File: config.mk
export PLATFORM = sky130hd
export DESIGN_NAME = cv_column_feeder
export DESIGN_NICKNAME = d
export VERILOG_FILES = /design/src/rtl/cv_column_feeder.sv
export SDC_FILE = /design/constraint.sdc
export NUM_CORES = 1
export LEC_CHECK = 0
export ABC_CLOCK_PERIOD_IN_PS = 9700
export BUFFER_PORTS_ARGS = -buffer_cell sky130_fd_sc_hd__buf_4
export CORE_UTILIZATION = 42
export CTS_BUF_LIST = sky130_fd_sc_hd__clkbuf_4
export CTS_CLUSTER_DIAMETER = 50
export DETAILED_ROUTE_END_ITERATION = 10
export PLACE_DENSITY = 0.67
export SETUP_SLACK_MARGIN = 0.15
export SYNTH_ARGS = -nofsm -noshare
export SYNTH_HDL_FRONTEND = slang
export SYNTH_SLANG_ARGS = --single-unit
File: constraint.sdc
create_clock -name clk -period 9.7 [get_ports clk]
set_input_delay 1.94 -clock clk [delete_from_list [all_inputs] [get_ports clk]]
set_output_delay 1.94 -clock clk [all_outputs]
set_load 0.005 [all_outputs]
File: src/rtl/cv_column_feeder.sv
// cv_column_feeder: reads a kernel then an image tile from a column-wide
// buffer memory and streams the columns into the convolution filter's
// kernel_load / kernel_column / input_column / valid_in interface.
module cv_column_feeder #(
  parameter int DATA_WIDTH  = 16,
  parameter int KERNEL_SIZE = 4,
  parameter int COL_SIZE    = 5,   // must be >= KERNEL_SIZE
  parameter int IMG_W       = 5,
  parameter int ADDR_W      = 10
) (
  input  logic                              clk,
  input  logic                              rst,
  input  logic                              start,
  input  logic [ADDR_W-1:0]                 kbase,
  input  logic [ADDR_W-1:0]                 ibase,
  output logic                              mem_rd_en,
  output logic [ADDR_W-1:0]                 mem_addr,
  input  logic [COL_SIZE*DATA_WIDTH-1:0]    mem_rdata,
  input  logic                              out_ready,
  output logic                              valid_in,
  output logic                              kernel_load,
  output logic [KERNEL_SIZE*DATA_WIDTH-1:0] kernel_column,
  output logic [COL_SIZE*DATA_WIDTH-1:0]    input_column,
  output logic                              busy,
  output logic                              done
);

  localparam int COL_W = COL_SIZE * DATA_WIDTH;
  localparam int KER_W = KERNEL_SIZE * DATA_WIDTH;
  localparam int MAX_N = (KERNEL_SIZE > IMG_W) ? KERNEL_SIZE : IMG_W;
  localparam int CNT_W = $clog2(MAX_N + 1);

  typedef enum logic [1:0] {IDLE, KLOAD, STREAM, DRAIN} state_t;

  state_t              state_q;
  logic [ADDR_W-1:0]   addr_q;
  logic [ADDR_W-1:0]   ibase_q;
  logic [CNT_W-1:0]    cnt_q;
  logic                pending_q;   // a read was issued last cycle; data is on mem_rdata now
  logic                pend_tag_q;  // 1 = that read belongs to the kernel
  logic                busy_q;
  logic                done_q;

  // Two-entry output FIFO; the returning read falls through when it is empty.
  logic [COL_W-1:0]    word_q [2];
  logic                tag_q  [2];
  logic [1:0]          count_q;
  logic [1:0]          count_d;
  logic                rd_ptr_q;
  logic                wr_ptr_q;

  logic                stored_any;
  logic                xfer;
  logic                issue;
  logic                push_store;
  logic                pop_store;
  logic [2:0]          inflight;
  logic                head_tag;
  logic [COL_W-1:0]    head_word;

  assign stored_any = (count_q != 2'd0);
  assign valid_in   = stored_any | pending_q;
  assign xfer       = valid_in & out_ready;
  assign inflight   = {1'b0, count_q} + {2'b00, pending_q};

  // Keep at most two columns owed to the filter; a third only if one leaves now.
  assign issue = ((state_q == KLOAD) || (state_q == STREAM)) &&
                 ((inflight < 3'd2) || ((inflight == 3'd2) && xfer));

  // Returning data bypasses storage when the FIFO is empty and the filter takes it.
  assign pop_store  = xfer & stored_any;
  assign push_store = pending_q & ~(xfer & ~stored_any);

  assign head_tag  = stored_any ? tag_q[rd_ptr_q]  : pend_tag_q;
  assign head_word = stored_any ? word_q[rd_ptr_q] : mem_rdata;

  assign mem_rd_en     = issue;
  assign mem_addr      = addr_q;
  assign kernel_load   = valid_in & head_tag;
  assign kernel_column = kernel_load ? head_word[KER_W-1:0] : '0;
  assign input_column  = (valid_in && !head_tag) ? head_word : '0;
  assign busy          = busy_q;
  assign done          = done_q;

  // Next FIFO occupancy; a simultaneous push and pop leaves it unchanged.
  always_comb begin
    // NOTE: default first so every path assigns count_d and no latch is inferred.
    count_d = count_q;
    case ({push_store, pop_store})
      2'b10:   count_d = count_q + 2'd1;
      2'b01:   count_d = count_q - 2'd1;
      default: count_d = count_q;
    endcase
  end

  // FIFO pointers, occupancy and the read-in-flight flag.
  always_ff @(posedge clk or posedge rst) begin
    if (rst) begin
      count_q    <= 2'd0;
      rd_ptr_q   <= 1'b0;
      wr_ptr_q   <= 1'b0;
      pending_q  <= 1'b0;
      pend_tag_q <= 1'b0;
    end else begin
      // NOTE: non-blocking so every register sees pre-edge values of the others.
      count_q    <= count_d;
      pending_q  <= issue;
      pend_tag_q <= (state_q == KLOAD);
      if (pop_store)  rd_ptr_q <= ~rd_ptr_q;
      if (push_store) wr_ptr_q <= ~wr_ptr_q;
    end
  end

  // FIFO storage captures the returning column word and its kernel/image tag.
  // NOTE: storage has no reset; it is only observable behind valid_in, which resets.
  always_ff @(posedge clk) begin
    if (push_store) begin
      word_q[wr_ptr_q] <= mem_rdata;
      tag_q[wr_ptr_q]  <= pend_tag_q;
    end
  end

  // Tile sequencer: kernel reads, image reads, then drain and pulse done.
  always_ff @(posedge clk or posedge rst) begin
    if (rst) begin
      state_q <= IDLE;
      addr_q  <= '0;
      ibase_q <= '0;
      cnt_q   <= '0;
      busy_q  <= 1'b0;
      done_q  <= 1'b0;
    end else begin
      done_q <= 1'b0;
      case (state_q)
        IDLE: begin
          // done_q still high means this is the done cycle: start is ignored.
          if (start && !done_q) begin
            addr_q  <= kbase;
            ibase_q <= ibase;
            cnt_q   <= '0;
            busy_q  <= 1'b1;
            state_q <= KLOAD;
          end
        end
        KLOAD: begin
          if (issue) begin
            if (cnt_q == CNT_W'(KERNEL_SIZE - 1)) begin
              addr_q  <= ibase_q;
              cnt_q   <= '0;
              state_q <= STREAM;
            end else begin
              addr_q <= addr_q + ADDR_W'(1);
              cnt_q  <= cnt_q + CNT_W'(1);
            end
          end
        end
        STREAM: begin
          if (issue) begin
            if (cnt_q == CNT_W'(IMG_W - 1)) begin
              state_q <= DRAIN;
            end else begin
              addr_q <= addr_q + ADDR_W'(1);
              cnt_q  <= cnt_q + CNT_W'(1);
            end
          end
        end
        DRAIN: begin
          // No reads are issued here, so an empty FIFO next cycle means all delivered.
          if (count_d == 2'd0) begin
            done_q  <= 1'b1;
            busy_q  <= 1'b0;
            state_q <= IDLE;
          end
        end
        default: state_q <= IDLE;
      endcase
    end
  end

  // The issue rule guarantees a free slot for every returning read.
  a_no_overflow: assert property (@(posedge clk) disable iff (rst)
    !(push_store && !pop_store && (count_q == 2'd2)));

endmodule

After elaboration in Yosys (flattened, before gate mapping)
Memory sizes are Yosys's and may differ from the RTL's.
Index checks and enable logic that the tools add are counted.
- bits in registers: 33
- RAM bits: 162
- input port bits: 104
- output and inout bits: 159
- memories kept: 2
- memories (memory ; depth ; bits a word ; rd ports ; clocked after memory_dff ; write ports ; line ; RTL):
    word_q ; 2 ; 80 ; 1 ; 0 ; 1 ; 45 ; logic [COL_W-1:0] word_q [2];
    tag_q ; 2 ; 1 ; 1 ; 0 ; 1 ; 46 ; logic tag_q [2];
- add/sub/neg operators: 5
- order comparisons: 1
- equality and inequality tests: 15
- mux-type cells: 31
- bitwise gates (word level): 10
- reductions and logical operators: 17
- operator list (operator ; count):
    $mux W80 ; 2
    $mux W64 ; 1
    $mux W10 ; 5
    $pmux W10 S3 ; 1
    $mux W3 ; 5
    $mux W2 ; 6
    $add A10 B1 Y10 const B ; 1
    $ne A2 B2 Y1 const B ; 5
    $pmux W3 S3 ; 1
    $pmux W2 S4 ; 1
    $mux W1 ; 7
    $eq A2 B2 Y1 const B ; 3
    $eq A3 B2 Y1 const B ; 2
    $reduce_and A6 Y1 ; 1
    $and A1 B1 Y1 ; 5
    $reduce_and A5 Y1 ; 1
    $eq A2 B1 Y1 const B ; 2
    $logic_and A1 B1 Y1 ; 4
    $logic_not A2 Y1 ; 2
    $ne A2 B1 Y1 const B ; 2
    $not A1 Y1 ; 4
    $pmux W2 S2 ; 1
    $reduce_bool A2 Y1 ; 2
    $add A2 B1 Y3 ; 1
    12 further kinds ; 14

Longest topological paths before layout
- depth in word-level cells: 11
- mapped depth: 10

Worst setup path before layout
Ideal clock, no wire load.
- path kind: input -> register
- start: input out_ready
- end: memory tag_q[0] (enable)
- arrival: 5.479 ns
- slack: 3.700 ns
- stages: 3
- cells stage by stage: nand2_1 -> nand2_1 -> nor2_1
- word-level cells in the longest chain between the ends: 6
- RTL lines (item ; line ; RTL):
    start, declared ; 19 ; input logic out_ready,
    $and A1 B1 Y1 ; 63 ; assign xfer = valid_in & out_ready;
    $and A1 B1 Y1 ; 72 ; assign push_store = pending_q & ~(xfer & ~stored_any);
    $not A1 Y1 ; 72 ;
    $and A1 B1 Y1 ; 72 ;
    $mux W1 ; 117 ; if (push_store) begin
    $mux W1 (implied by the code) ; 119 ; tag_q[wr_ptr_q] <= pend_tag_q;
    end, declared ; 46 ;
No other way between the ends.

Worst setup path after layout
- start: register count_q[0]
- end: output input_column[68]
- word-level cells in the longest chain between the ends: 5
- elaborated cells on any way between the ends: 7
- classes of those cells: 3 x mux; 1 x bitwise; 3 x reduce/logical
- RTL lines (item ; line ; RTL):
    start, declared ; 47 ; logic [1:0] count_q;
    start signal, assigned ; 106 ; count_q <= count_d;
    $reduce_bool A2 Y1 * ; 61 ; assign stored_any = (count_q != 2'd0);
    $mux W1 ; 74 ; assign head_tag = stored_any ? tag_q[rd_ptr_q] : pend_tag_q;
    $logic_not A1 Y1 ; 81 ; assign input_column = (valid_in && !head_tag) ? head_word : '0;
    $logic_and A1 B1 Y1 ; 81 ;
    $mux W80 * ; 81 ;
    end, declared ; 23 ; output logic [COL_SIZE*DATA_WIDTH-1:0] input_column,
Mark *: on every way between the ends. The rest lies on a longest branch, timed or not.

==> impl_metrics.ini <==
[timing]
fin_setup_tns_ns = 0
clock_skew_ns = 0.0248
fin_crit_sh_pct = 62.9
max_freq_mhz = 164
layout_setup_ws_ns = 3.60
fin_crit_ns = 6.10
worst_pin_slew_ns = 1.14
hold_violations = 0
rsz0062_at_grt = false
setup_violations = 0
slew_headroom_pct = 23.5
drv_slew = 0

[routing]
firstDrtPassIters = 4
drt_iter0_drc = 290
routed_wl_um = 20600
drtAntennaViolNets = 0
viasPerCell = 5.01
drc_errors = 0
wl_per_cell_um = 15.9
dr_total_vias = 6502

[setup_path]
cp-end-kind = output port
cp_max_fo = 98
critPathLaunchType = flip-flop
cp.arrival_ns = 4.16
crit_required_ns = 7.76
setup.worst_path.class = flip-flop to output port

[power_and_ir_drop]
swShare_pct = 40.8
pwr-share-clk_pct = 10.5
pwr-share-comb_pct = 57.0
internal-power_mw = 2.28
vdd_drop_max_v = 0.000190
net-switching-power_mw = 1.57
seq_power_share_pct = 32.5
power.leakage_nw = 4.91
p_per_area_nw_per_um2 = 335

[clock_network]
cts_inserted_buffers = 17
clk_pin_slew_ns = 0.15
worstSkewPairLatency_ns = 0.56
root_buffer = clkbuf_4
post_cts_buffers = 0
cts.repair.resized = 0
clockBufferDepth = 2
cts-htree-levels = 4
cts_tree = built
cts_num_sinks = 195
ctsHoldBuffers = 0

[global_route]
grt_pass1_vias = 5987
grt.overflow.total = 0
grt_pass1_wl_um = 31400
antenna_found_initial = 1
grt_use_total_pct = 18.4
grt_max_degree = 99

[synth]
ys_ff_latch = 195
async_flop_share_pct = 16.9
ys_warn_count = 0
syn_area_sq_um = 9050
yosys-top-cells-area = edfxtp_1, nor2_1, mux2i_1
synth.most_common_cell = nor2_1
avgSynthCellArea_sq_um = 11.7
yosysTopAreaCell = edfxtp_1
ys_types = 41
synth.top_cell.area_share_pct = 53.7
syn_inst = 773
synth_flop_cell = edfxtp_1
synth_fp_nets = 891
seq_area_frac_synth_pct = 62.8
synth.top_cells.by_count = nor2_1, edfxtp_1, mux2i_1
synth_edf_count = 162

[floorplan]
dieWidth_um = 149
core-area_sq_um = 21100
die_area_sq_um = 22200
row_count = 53
start_util_pct = 42.9
die_y_um = 149
ios = 263

[placed_design]
place_ws_ns = 4.08
port_buffers = 262
hpwl_um = 14500
place_congestion = 0.814

[cells_and_area]
area_growth_pct = 27.0
final_nets = 1129
drive_gt1_share_pct = 31.6

[run_status]
outcome = completed

[flow_run]
cap_violations = 0

[worst_hold_path]
hp-class = flip-flop to flip-flop
-- per-stage QoR --
step | hold WS [ns] | instances | power (mW) | utilization [%] | area (sq um)
global placement | 0.468 | 1267 | 3.47 | 53.2 | 11200
detailed placement | 0.474 | 1267 | 3.50 | 53.2 | 11200
finish | 0.503 | 1299 | 3.85 | 54.5 | 11500
CTS | 0.510 | 1298 | 3.91 | 54.5 | 11500
global route | 0.525 | 1299 | 4.16 | 54.5 | 11500
floorplan | 0.442 | 773 | 2.55 | - | 9050
-- flip-flops by register name, indices dropped and copies added (netlist names) --
signal and count:
busy 1, cnt_q 3, count_q 2, done 1
ibase_q 10, mem_addr 10, pend_tag_q 1, pending_q 1
rd_ptr_q 1, state_q 2, tag_q 2, word_q 160
wr_ptr_q 1
-- final timing paths --
check                           start                to  slack (ns)  cells after the start
setup / recovery           count_q[0]  input_column[68]        3.60                      8
hold / removal             pend_tag_q          tag_q[0]        0.50                      0
setup reg to reg           state_q[1]       mem_addr[2]        6.83                      5
min in group asynchronous         rst        ibase_q[6]        1.46                      3
hold reg to reg            pend_tag_q          tag_q[0]        0.50                      0
max in group asynchronous         rst          rd_ptr_q        7.87                      3
-- cell type report --
type	count	area, sq um
Antenna cell	1	2.50
Clock buffer	17	128
Clock inverter	14	138
Fill cell	1868	9590
Inverter	17	63.8
Multi-Input combinational cell	511	3110
Sequential cell	195	5690
Tap cell	275	344
Timing Repair Buffer	269	2020
-- power groups by stage --
| stage | logic, mW | clock network (mW) | registers [mW] |
|---|---|---|---|
| floorplan | 1.32 | 0 | 1.23 |
| detailed placement | 2.23 | 0 | 1.27 |
| global placement | 2.21 | 0 | 1.26 |
| finish | 2.20 | 0.402 | 1.25 |
| global route | 2.43 | 0.456 | 1.28 |
| CTS | 2.23 | 0.422 | 1.25 |
-- layout by cell type, fill, tap and decap left out, drive strengths merged, types with 2 or more instances in the layout --
cell type / n
a221oi: 4
mux2: 14
ha: 14
a31oi: 2
a21oi: 68
a22oi: 2
xor2: 3
nand3: 9
or2: 2
o21ai: 13
clkinv: 5
nand2: 11
nor2b: 4
a211oi: 16
and2: 3
and3: 7
edfxtp: 162
o21bai: 2
clkbuf: 17
mux2i: 84
nand4: 3
clkinvlp: 2
a22o: 6
xnor2: 5
buf: 269
inv: 24
nor2: 229
dfrtp: 33
a221o: 2
o22ai: 2
-- layer usage --
metal	up-vias	wire [um]	global-route usage, %
li1	3220	-	-
met1	3049	9000	24.0
met2	214	9920	30.1
met3	19	1430	5.23
met4	0	304	5.00
met5	-	0	0
-- kinds of logic (layout without fill, tap and decap cells) --
| logic type | count (synthesis) | after routing | synth area share, % |
|---|---|---|---|
| xor+xnor | 8 | 8 | 0.774 |
| mux | 98 | 98 | 11.1 |
| fa+ha+maj | 14 | 14 | 1.93 |
| flops | 195 | 195 | 62.8 |
| compound gates | 120 | 120 | 8.04 |
| simple gates | 271 | 271 | 12.1 |
| other cells | 0 | 1 | 0 |
| buf+inv | 67 | 317 | 3.22 |
-- critical path: stages (launching register included) --
cell	delay (ns)
dfrtp_1	0.50
nor2_4	0.60
buf_4	0.82
nor2_1	0.11
a21oi_1	0.21
nand2_2	0.46
buf_4	0.47
a211oi_1	0.26
buf_4	0.16
Note: power is estimated with default switching activity, not from simulation.
